--- config.mk ---
export PLATFORM = sky130hd
export DESIGN_NAME = alu_operand_stage
export DESIGN_NICKNAME = d
export VERILOG_FILES = /design/src/rtl/riscv_pkg.sv /design/src/rtl/operand_fwd_mux.sv /design/src/rtl/alu_operand_stage.sv
export SDC_FILE = /design/constraint.sdc
export NUM_CORES = 1
export LEC_CHECK = 0
export CAP_MARGIN = 0
export CELL_PAD_IN_SITES_DETAIL_PLACEMENT = 1
export CELL_PAD_IN_SITES_GLOBAL_PLACEMENT = 1
export CORE_MARGIN = 10
export CORE_UTILIZATION = 30
export DETAILED_ROUTE_END_ITERATION = 8
export PLACE_DENSITY_LB_ADDON = 0.2
export SLEW_MARGIN = 15
export SYNTH_ARGS = -nofsm -noshare
export SYNTH_HDL_FRONTEND = slang
export SYNTH_SLANG_ARGS = --single-unit
--- constraint.sdc ---
create_clock -name clk -period 4.6 [get_ports clk]
set_clock_uncertainty 0.15 [all_clocks]
set_input_delay 0.69 -clock clk [delete_from_list [all_inputs] [get_ports clk]]
set_output_delay 0.69 -clock clk [all_outputs]
set_load 0.005 [all_outputs]
--- src/rtl/riscv_pkg.sv ---
// rtl/riscv_pkg.sv - shared datapath widths and encodings for the ID/EX operand stage
package riscv_pkg;

  localparam int XLEN       = 32;
  localparam int REG_ADDR_W = 5;

  typedef enum logic [2:0] {
    ADD   = 3'b000,
    SUB   = 3'b001,
    AND   = 3'b010,
    OR    = 3'b011,
    CMPEQ = 3'b101
  } alu_op_t;

  typedef enum logic [1:0] {
    FWD_EX,
    FWD_MEM,
    FWD_WB,
    FWD_RF
  } fwd_sel_t;

endpackage

--- src/rtl/operand_fwd_mux.sv ---
// rtl/operand_fwd_mux.sv - per-operand forwarding select with the x0-reads-zero rule
module operand_fwd_mux
  import riscv_pkg::*;
(
  input  logic [REG_ADDR_W-1:0] src_addr,
  input  logic                  ex_en,
  input  logic [REG_ADDR_W-1:0] ex_rd,
  input  logic [XLEN-1:0]       ex_data,
  input  logic                  mem_wen,
  input  logic [REG_ADDR_W-1:0] mem_rd,
  input  logic [XLEN-1:0]       mem_data,
  input  logic                  wb_wen,
  input  logic [REG_ADDR_W-1:0] wb_rd,
  input  logic [XLEN-1:0]       wb_data,
  input  logic [XLEN-1:0]       rf_data,
  output logic [XLEN-1:0]       operand
);

  fwd_sel_t w_sel;

  // Youngest producer wins; an x0 source is forced to zero below, so no match on index 0 leaks through.
  always_comb begin
    if (ex_en && (ex_rd == src_addr))
      w_sel = FWD_EX;
    else if (mem_wen && (mem_rd == src_addr))
      w_sel = FWD_MEM;
    else if (wb_wen && (wb_rd == src_addr))
      w_sel = FWD_WB;
    else
      w_sel = FWD_RF;
  end

  always_comb begin
    operand = '0;
    if (src_addr != '0) begin
      case (w_sel)
        FWD_EX:  operand = ex_data;
        FWD_MEM: operand = mem_data;
        FWD_WB:  operand = wb_data;
        FWD_RF:  operand = rf_data;
      endcase
    end
  end

endmodule

--- src/rtl/alu_operand_stage.sv ---
// rtl/alu_operand_stage.sv - ID/EX register resolving ALU operands with forwarding and load-use stall
module alu_operand_stage
  import riscv_pkg::*;
(
  input  logic                  clk,
  input  logic                  rst_n,
  input  logic                  in_valid,
  output logic                  in_ready,
  input  logic [REG_ADDR_W-1:0] rs1_addr,
  input  logic [REG_ADDR_W-1:0] rs2_addr,
  input  logic [XLEN-1:0]       rs1_data,
  input  logic [XLEN-1:0]       rs2_data,
  input  logic [XLEN-1:0]       imm,
  input  logic                  alu_src,
  input  logic [2:0]            alu_ctrl_in,
  input  logic [REG_ADDR_W-1:0] rd_addr_in,
  input  logic                  reg_write_in,
  input  logic                  mem_read_in,
  input  logic                  flush,
  input  logic [XLEN-1:0]       ex_result,
  input  logic [REG_ADDR_W-1:0] mem_rd,
  input  logic                  mem_wen,
  input  logic [XLEN-1:0]       mem_result,
  input  logic [REG_ADDR_W-1:0] wb_rd,
  input  logic                  wb_wen,
  input  logic [XLEN-1:0]       wb_result,
  input  logic                  out_ready,
  output logic                  out_valid,
  output logic [XLEN-1:0]       ALUop1,
  output logic [XLEN-1:0]       ALUop2,
  output logic [2:0]            ALUcntrl,
  output logic [REG_ADDR_W-1:0] rd_addr_out,
  output logic                  reg_write_out,
  output logic                  mem_read_out
);

  logic                  r_valid;
  logic [XLEN-1:0]       r_op1;
  logic [XLEN-1:0]       r_op2;
  logic [2:0]            r_ctrl;
  logic [REG_ADDR_W-1:0] r_rd;
  logic                  r_rw;
  logic                  r_mr;

  logic            w_fire_out;
  logic            w_hazard;
  logic            w_capture;
  logic            w_ex_en;
  logic [XLEN-1:0] w_fwd1;
  logic [XLEN-1:0] w_fwd2;

  assign w_fire_out = r_valid && out_ready;
  assign w_hazard   = r_valid && r_mr && (r_rd != '0) &&
                      ((r_rd == rs1_addr) || (!alu_src && (r_rd == rs2_addr)));
  assign in_ready   = (!r_valid || out_ready) && !w_hazard && !flush;
  assign w_capture  = in_valid && in_ready;

  // A held load has no result yet in EX; its data arrives later through the MEM path.
  assign w_ex_en = r_valid && r_rw && !r_mr;

  operand_fwd_mux u_fwd_rs1 (
    .src_addr (rs1_addr),
    .ex_en    (w_ex_en),
    .ex_rd    (r_rd),
    .ex_data  (ex_result),
    .mem_wen  (mem_wen),
    .mem_rd   (mem_rd),
    .mem_data (mem_result),
    .wb_wen   (wb_wen),
    .wb_rd    (wb_rd),
    .wb_data  (wb_result),
    .rf_data  (rs1_data),
    .operand  (w_fwd1)
  );

  operand_fwd_mux u_fwd_rs2 (
    .src_addr (rs2_addr),
    .ex_en    (w_ex_en),
    .ex_rd    (r_rd),
    .ex_data  (ex_result),
    .mem_wen  (mem_wen),
    .mem_rd   (mem_rd),
    .mem_data (mem_result),
    .wb_wen   (wb_wen),
    .wb_rd    (wb_rd),
    .wb_data  (wb_result),
    .rf_data  (rs2_data),
    .operand  (w_fwd2)
  );

  always_ff @(posedge clk or negedge rst_n) begin
    if (!rst_n) begin
      r_valid <= 1'b0;
      r_op1   <= '0;
      r_op2   <= '0;
      r_ctrl  <= '0;
      r_rd    <= '0;
      r_rw    <= 1'b0;
      r_mr    <= 1'b0;
    end else if (flush) begin
      r_valid <= 1'b0;
    end else if (w_capture) begin
      r_valid <= 1'b1;
      r_op1   <= w_fwd1;
      r_op2   <= alu_src ? imm : w_fwd2;
      r_ctrl  <= alu_ctrl_in;
      r_rd    <= rd_addr_in;
      r_rw    <= reg_write_in;
      r_mr    <= mem_read_in;
    end else if (w_fire_out) begin
      r_valid <= 1'b0;
    end
  end

  assign out_valid     = r_valid;
  assign ALUop1        = r_op1;
  assign ALUop2        = r_op2;
  assign ALUcntrl      = r_ctrl;
  assign rd_addr_out   = r_rd;
  assign reg_write_out = r_rw;
  assign mem_read_out  = r_mr;

endmodule
* Yosys cells after proc, flatten, opt, wreduce, memory -nomap -nowiden
Index checks and enable logic that the tools add are counted.
** Word-level totals
- Logic and storage cells :: 64
- Output and inout bits :: 76
- Register bits after elaboration :: 75
- Input bits :: 230
** Operators by class
- Bitwise gates (word level) :: 1
- Reductions and logical operators :: 30
- Mux-type cells :: 14
- Equal/unequal tests :: 12
** Operators with widths (count)
- $pmux W32 S4 :: 2
- $mux W32 :: 3
- $eq A5 B5 Y1 :: 6
- $logic_and A1 B1 Y1 :: 16
- $reduce_bool A5 Y1 :: 3
- $eq A2 B2 Y1 const B :: 4
- $mux W2 :: 4
- $logic_not A1 Y1 :: 5
- $mux W1 :: 5
- $eq A2 B1 Y1 const B :: 2
- $logic_not A2 Y1 :: 2
- $reduce_bool A3 Y1 :: 1
- $logic_or A1 B1 Y1 :: 2
- $reduce_and A2 Y1 :: 1
- $not A1 Y1 :: 1

* Logic depth before layout (Yosys ltp)
- Depth after elaboration :: 10
- Gate-level depth with buffers :: 8
- Gate-level depth less buffers :: 6

* Cells and area by module
Synthesis repeated with hierarchy kept, for this count alone.
** Second synthesis, totals
- Cell total of the unflattened synthesis :: 558
- Area total of the unflattened synthesis :: 6497.5 um^2
** Modules (own cells, without submodules)
- alu_operand_stage :: seq. area each 1876.8 um^2, area an instance 3629.7 um^2, instances 1, cells an instance 216
- operand_fwd_mux :: seq. area each 0.0 um^2, area an instance 1433.9 um^2, instances 2, cells an instance 171

* Worst setup path before layout
No wires, ideal clock.
- Path kind :: input-to-output
- Start :: in rs1_addr[3]
- End :: out in_ready
- Path buffers :: 1
- Slack :: 1.767 ns
- Data required time :: 3.760 ns
- Stages :: 6
- Arrival time :: 1.993 ns
- Path through :: xor2_1 nor4_4 nand2_1 a21boi_4 clkbuf_1 nor3b_1
** On the way
- Longest elaborated chain between the ends :: 6
** Ends and longest elaborated chain
- from (decl) :: line alu_operand_stage.sv:9 : input logic [REG_ADDR_W-1:0] rs1_addr,
- $eq A5 B5 Y1 :: line alu_operand_stage.sv:54 : ((r_rd == rs1_addr) || (!alu_src && (r_rd == rs2_addr)));
- $logic_or A1 B1 Y1 :: line alu_operand_stage.sv:54
- $logic_and A1 B1 Y1 :: line alu_operand_stage.sv:53 : assign w_hazard = r_valid && r_mr && (r_rd != '0) &&
- $logic_not A1 Y1 :: line alu_operand_stage.sv:55 : assign in_ready = (!r_valid || out_ready) && !w_hazard && !flush;
- $logic_and A1 B1 Y1 (2 in series) :: line alu_operand_stage.sv:55
- to (decl) :: line alu_operand_stage.sv:8 : output logic in_ready,
Every way passes these cells.

* Final worst setup path
- Start :: in rs1_addr[2]
- End :: reg r_op1[26], in the netlist ALUop1[26]
** On the way
- Longest elaborated chain between the ends :: 8
- Elaborated cells on any way between the ends :: 23
- Classes of those cells :: 6 x eq/ne; 5 x mux; 12 x reduce/logical
** Ends and longest elaborated chain
- $eq A5 B5 Y1, on equally long branches :: line operand_fwd_mux.sv:27, operand_fwd_mux.sv:23, alu_operand_stage.sv:54
- $logic_and A1 B1 Y1 / $logic_or A1 B1 Y1 (equally long branches) :: line operand_fwd_mux.sv:27, alu_operand_stage.sv:54
- $mux W1 / $logic_and A1 B1 Y1 (equally long branches) :: line operand_fwd_mux.sv:27, alu_operand_stage.sv:53
- $mux W2 / $logic_not A1 Y1 (equally long branches) :: line operand_fwd_mux.sv:25, alu_operand_stage.sv:55
- $mux W2 / $logic_and A1 B1 Y1 (equally long branches) :: line operand_fwd_mux.sv:23, alu_operand_stage.sv:55
- $eq A2 B2 Y1, or another cell as far along :: line operand_fwd_mux.sv:36 : case (w_sel)
- $pmux W32 S4 / $logic_and A1 B1 Y1 (equally long branches) :: line operand_fwd_mux.sv:36, alu_operand_stage.sv:56
- $mux W32 / $reduce_and A2 Y1 (equally long branches)
- to (signal assigned) :: line alu_operand_stage.sv:104 : r_op1 <= w_fwd1;
- to (decl) :: line alu_operand_stage.sv:38 : logic [XLEN-1:0] r_op1;
Parallel ways exist; a longest one is shown, timed or not.
A chain may end at the register's enable or synchronous reset.

==> results.py <==
metrics = {
    "status": {
        "status": "complete, no violations",
    },
    "final_layout": {
        "fin_nets": 1209,
        "layout_commonest_cell": "clkdlybuf4s50_1",
        "drive_above_1_share": 0.0661,
        "synthToLayoutAreaGrowth_pct": 61.0,
        "fin_cells": 1250,
        "final_cell_area_um2": 9290,
        "final_cell_mix": "clkdlybuf4s50_1 (303), nand3_1 (97), dfrtp_1 (75), nand2_1 (75), o21ai_0 (67)",
        "n_fill_cell": 2242,
    },
    "timing": {
        "hold_viol": 0,
        "clock.fmax_mhz": 264,
        "tightestPinTransition_ns": 0.998,
        "fin_crit_ns": 3.78,
        "maxSlewHeadroom": 0.333,
        "rsz0062_at_grt": "no",
        "setup_viol": 0,
        "final.period_utilization": 0.822,
        "fin_hold_ws_ns": 0.141,
        "fin_setup_tns_ns": 0,
        "drv_slew": 0,
    },
    "placed_design": {
        "hpwlAfterDp_mm": 23.3,
        "post_dp_cell_area_um2": 9000,
        "port_buffers": 305,
        "dp.cells": 1228,
        "gp_congestion": 0.866,
    },
    "global_route": {
        "grt_usage": 0.241,
        "antenna_found_initial": 9,
        "grt_max_degree": 67,
        "grt_use_met2": 0.401,
        "grt_pass1_wl_mm": 48.5,
        "met1_usage": 0.299,
        "grt_pass1_vias": 7815,
        "met3_usage": 0.0602,
        "grt-busiest-layer": "met2",
        "grt_remaining_overflow": 0,
    },
    "worst_setup_path": {
        "rr_endpoint": "ALUop1[26]$_DFFE_PN0P_",
        "r2r.worst_path.cells": 5,
        "worstPathCellList": "clkdlybuf4s50_1 > xor2_1 > nor4_4 > nand2_1 > a21bo_2 > nand3_2 > o211ai_1",
        "arrival_ns": 3.87,
        "crit_type": "in -> reg",
        "end_kind": "flip-flop",
        "r2r_start": "rd_addr_out[0]$_DFFE_PN0P_",
        "crit_family": "compound AO/OA/AOI/OAI gates",
        "critPathBufInv": 1,
        "cp_max_fo": 33,
        "cpPeakStageDelay_ns": 0.87,
        "r2r_slack_ns": 1.04,
        "critPathSlowestCell": "nand3_2",
        "cp_data_required_time_ns": 4.68,
        "start_kind": "input port",
    },
    "yosys": {
        "synth.distinct_cells": 41,
        "yosysSeqAreaShare": 0.325,
        "synth.cell_area_um2": 5770,
        "netlist_instances": 724,
        "ys_seq_elements": 75,
        "synth_fp_nets": 954,
        "avgSynthCellArea_um2": 7.97,
        "yosysWarnings": 0,
    },
    "die": {
        "core_area_um2": 18800,
        "fp.dieW_um": 159,
        "ios": 306,
        "num_rows": 50,
        "die_y_um": 159,
        "initial_core_util": 0.307,
        "dieArea_um2": 25200,
    },
    "detailed_routing": {
        "viasPerCell": 5.72,
        "ant_nets": 0,
        "vias": 7155,
        "dr.first_iter.drc_count": 401,
        "drt-pass1-iter-count": 5,
        "drcViolationCount": 0,
        "wl_per_cell_um": 25.3,
        "finalWirelength_mm": 31.6,
    },
    "clock_network": {
        "post_cts_buffers": 0,
        "clkSinkCount": 75,
        "cts_resized": 0,
        "clkLatencyLatePin_ns": 0.34,
        "cts_made_buffers": 9,
        "clk_pin_slew_worst_paths_ns": 0.07,
        "ctsHtreeMaxLevel": 3,
        "cts-root-buf": "clkbuf_16",
        "cts_tree": "yes",
        "cts-hold-fix-buffers": 0,
        "clk_path_buf_depth": 2,
    },
    "min_path": {
        "worstHoldPathType": "in -> async",
    },
    "power": {
        "power_density_nw_per_um2": 272,
        "leakage_nw": 3.35,
        "fin_total_pwr_w": 0.00253,
        "ir_drop_uv": 171,
    },
    "job": {
        "drv_cap": 0,
    },
}
==> logic make-up after synthesis <==
group,after synthesis,synth area share
AOI/OAI and AO/OA,289,0.348
DFF,75,0.325
xor gates and xnor gates,30,0.0455
buffers and inverters,80,0.0555
and+or+nand+nor,240,0.206
muxes,10,0.0195
==> routing by layer <==
layer,vias to the layer above,share of wire
met5,-,0.00085
met4,4,0.018
met3,32,0.067
met2,251,0.49
met1,3589,0.43
li1,3279,-
==> Yosys cell counts <==
cell type,count,area share
inv_1,2,0.0013
nor4_4,1,0.0037
or3_1,1,0.0011
o211ai_1,62,0.081
mux2_2,10,0.020
or2_2,1,0.0011
nor3_1,3,0.0026
nand2b_1,1,0.0011
o22ai_1,1,0.0011
buf_2,10,0.0087
and4_1,1,0.0015
nand3b_1,1,0.0013
a21oi_1,27,0.023
xor2_1,13,0.020
buf_6,1,0.0020
nor3b_1,1,0.0013
nor2_4,1,0.0020
or4b_1,1,0.0017
buf_1,1,0.00065
o21ai_0,67,0.058
nor2_1,11,0.0072
and2_1,1,0.0011
nand3_2,1,0.0017
o311a_1,2,0.0035
or4_1,1,0.0013
nand3_1,100,0.087
a311oi_4,1,0.0046
and3_1,2,0.0022
a31oi_1,33,0.036
a22o_1,32,0.049
o2bb2ai_1,26,0.039
a31o_2,5,0.0076
nor4_1,1,0.0011
nand4_1,36,0.039
o21a_1,31,0.040
xnor2_1,17,0.026
dfrtp_1,75,0.33
a21bo_2,1,0.0017
clkbuf_1,66,0.043
nand2_1,75,0.049
a21boi_4,1,0.0033
==> per-stage QoR <==
step,utilization,worst slack [ns]
after floorplan,-,1.77
after global placement,0.478,0.559
after detailed placement,0.478,0.395
after CTS,0.493,0.731
after global routing,0.493,0.549
final,0.494,0.817
==> worst max path at each step <==
stage	startpoint	endpoint	depth (start not counted)
finish	rs1_addr[2]	ALUop1[26]$_DFFE_PN0P_	7
global route	rs1_addr[3]	ALUop1[26]$_DFFE_PN0P_	7
CTS	rs1_addr[2]	ALUop1[26]$_DFFE_PN0P_	7
detailed placement	rs1_addr[2]	ALUop1[26]$_DFFE_PN0P_	7
global placement	rs1_addr[0]	ALUop1[13]$_DFFE_PN0P_	7
floorplan	rs1_addr[3]	in_ready	6
==> registers in the layout, indices dropped and copies added (netlist names) <==
| signal | flops |
|---|---|
| ALUcntrl | 3 |
| reg_write_out | 1 |
| rd_addr_out | 5 |
| mem_read_out | 1 |
| ALUop1 | 32 |
| out_valid | 1 |
| ALUop2 | 32 |
==> power breakdown <==
group | switching [W] | total [W] | internal (W)
Sequential | 0.0000931 | 0.000873 | 0.000780
Clock | 0.000312 | 0.000692 | 0.000380
Combinational | 0.000406 | 0.000966 | 0.000560
Total | 0.000812 | 0.00253 | 0.00172
==> area by class of cell <==
cell class,instances,area [um2],area share
Antenna cell,6,15.0,0.00162
Clock buffer,10,239,0.0257
Timing Repair Buffer,322,3170,0.341
Multi-Input combinational cell,569,3620,0.389
Inverter,2,7.51,0.000808
Tap cell,260,325,0.0350
Clock inverter,6,41.3,0.00444
Sequential cell,75,1880,0.202
Note: power is estimated with default switching activity, not from simulation.
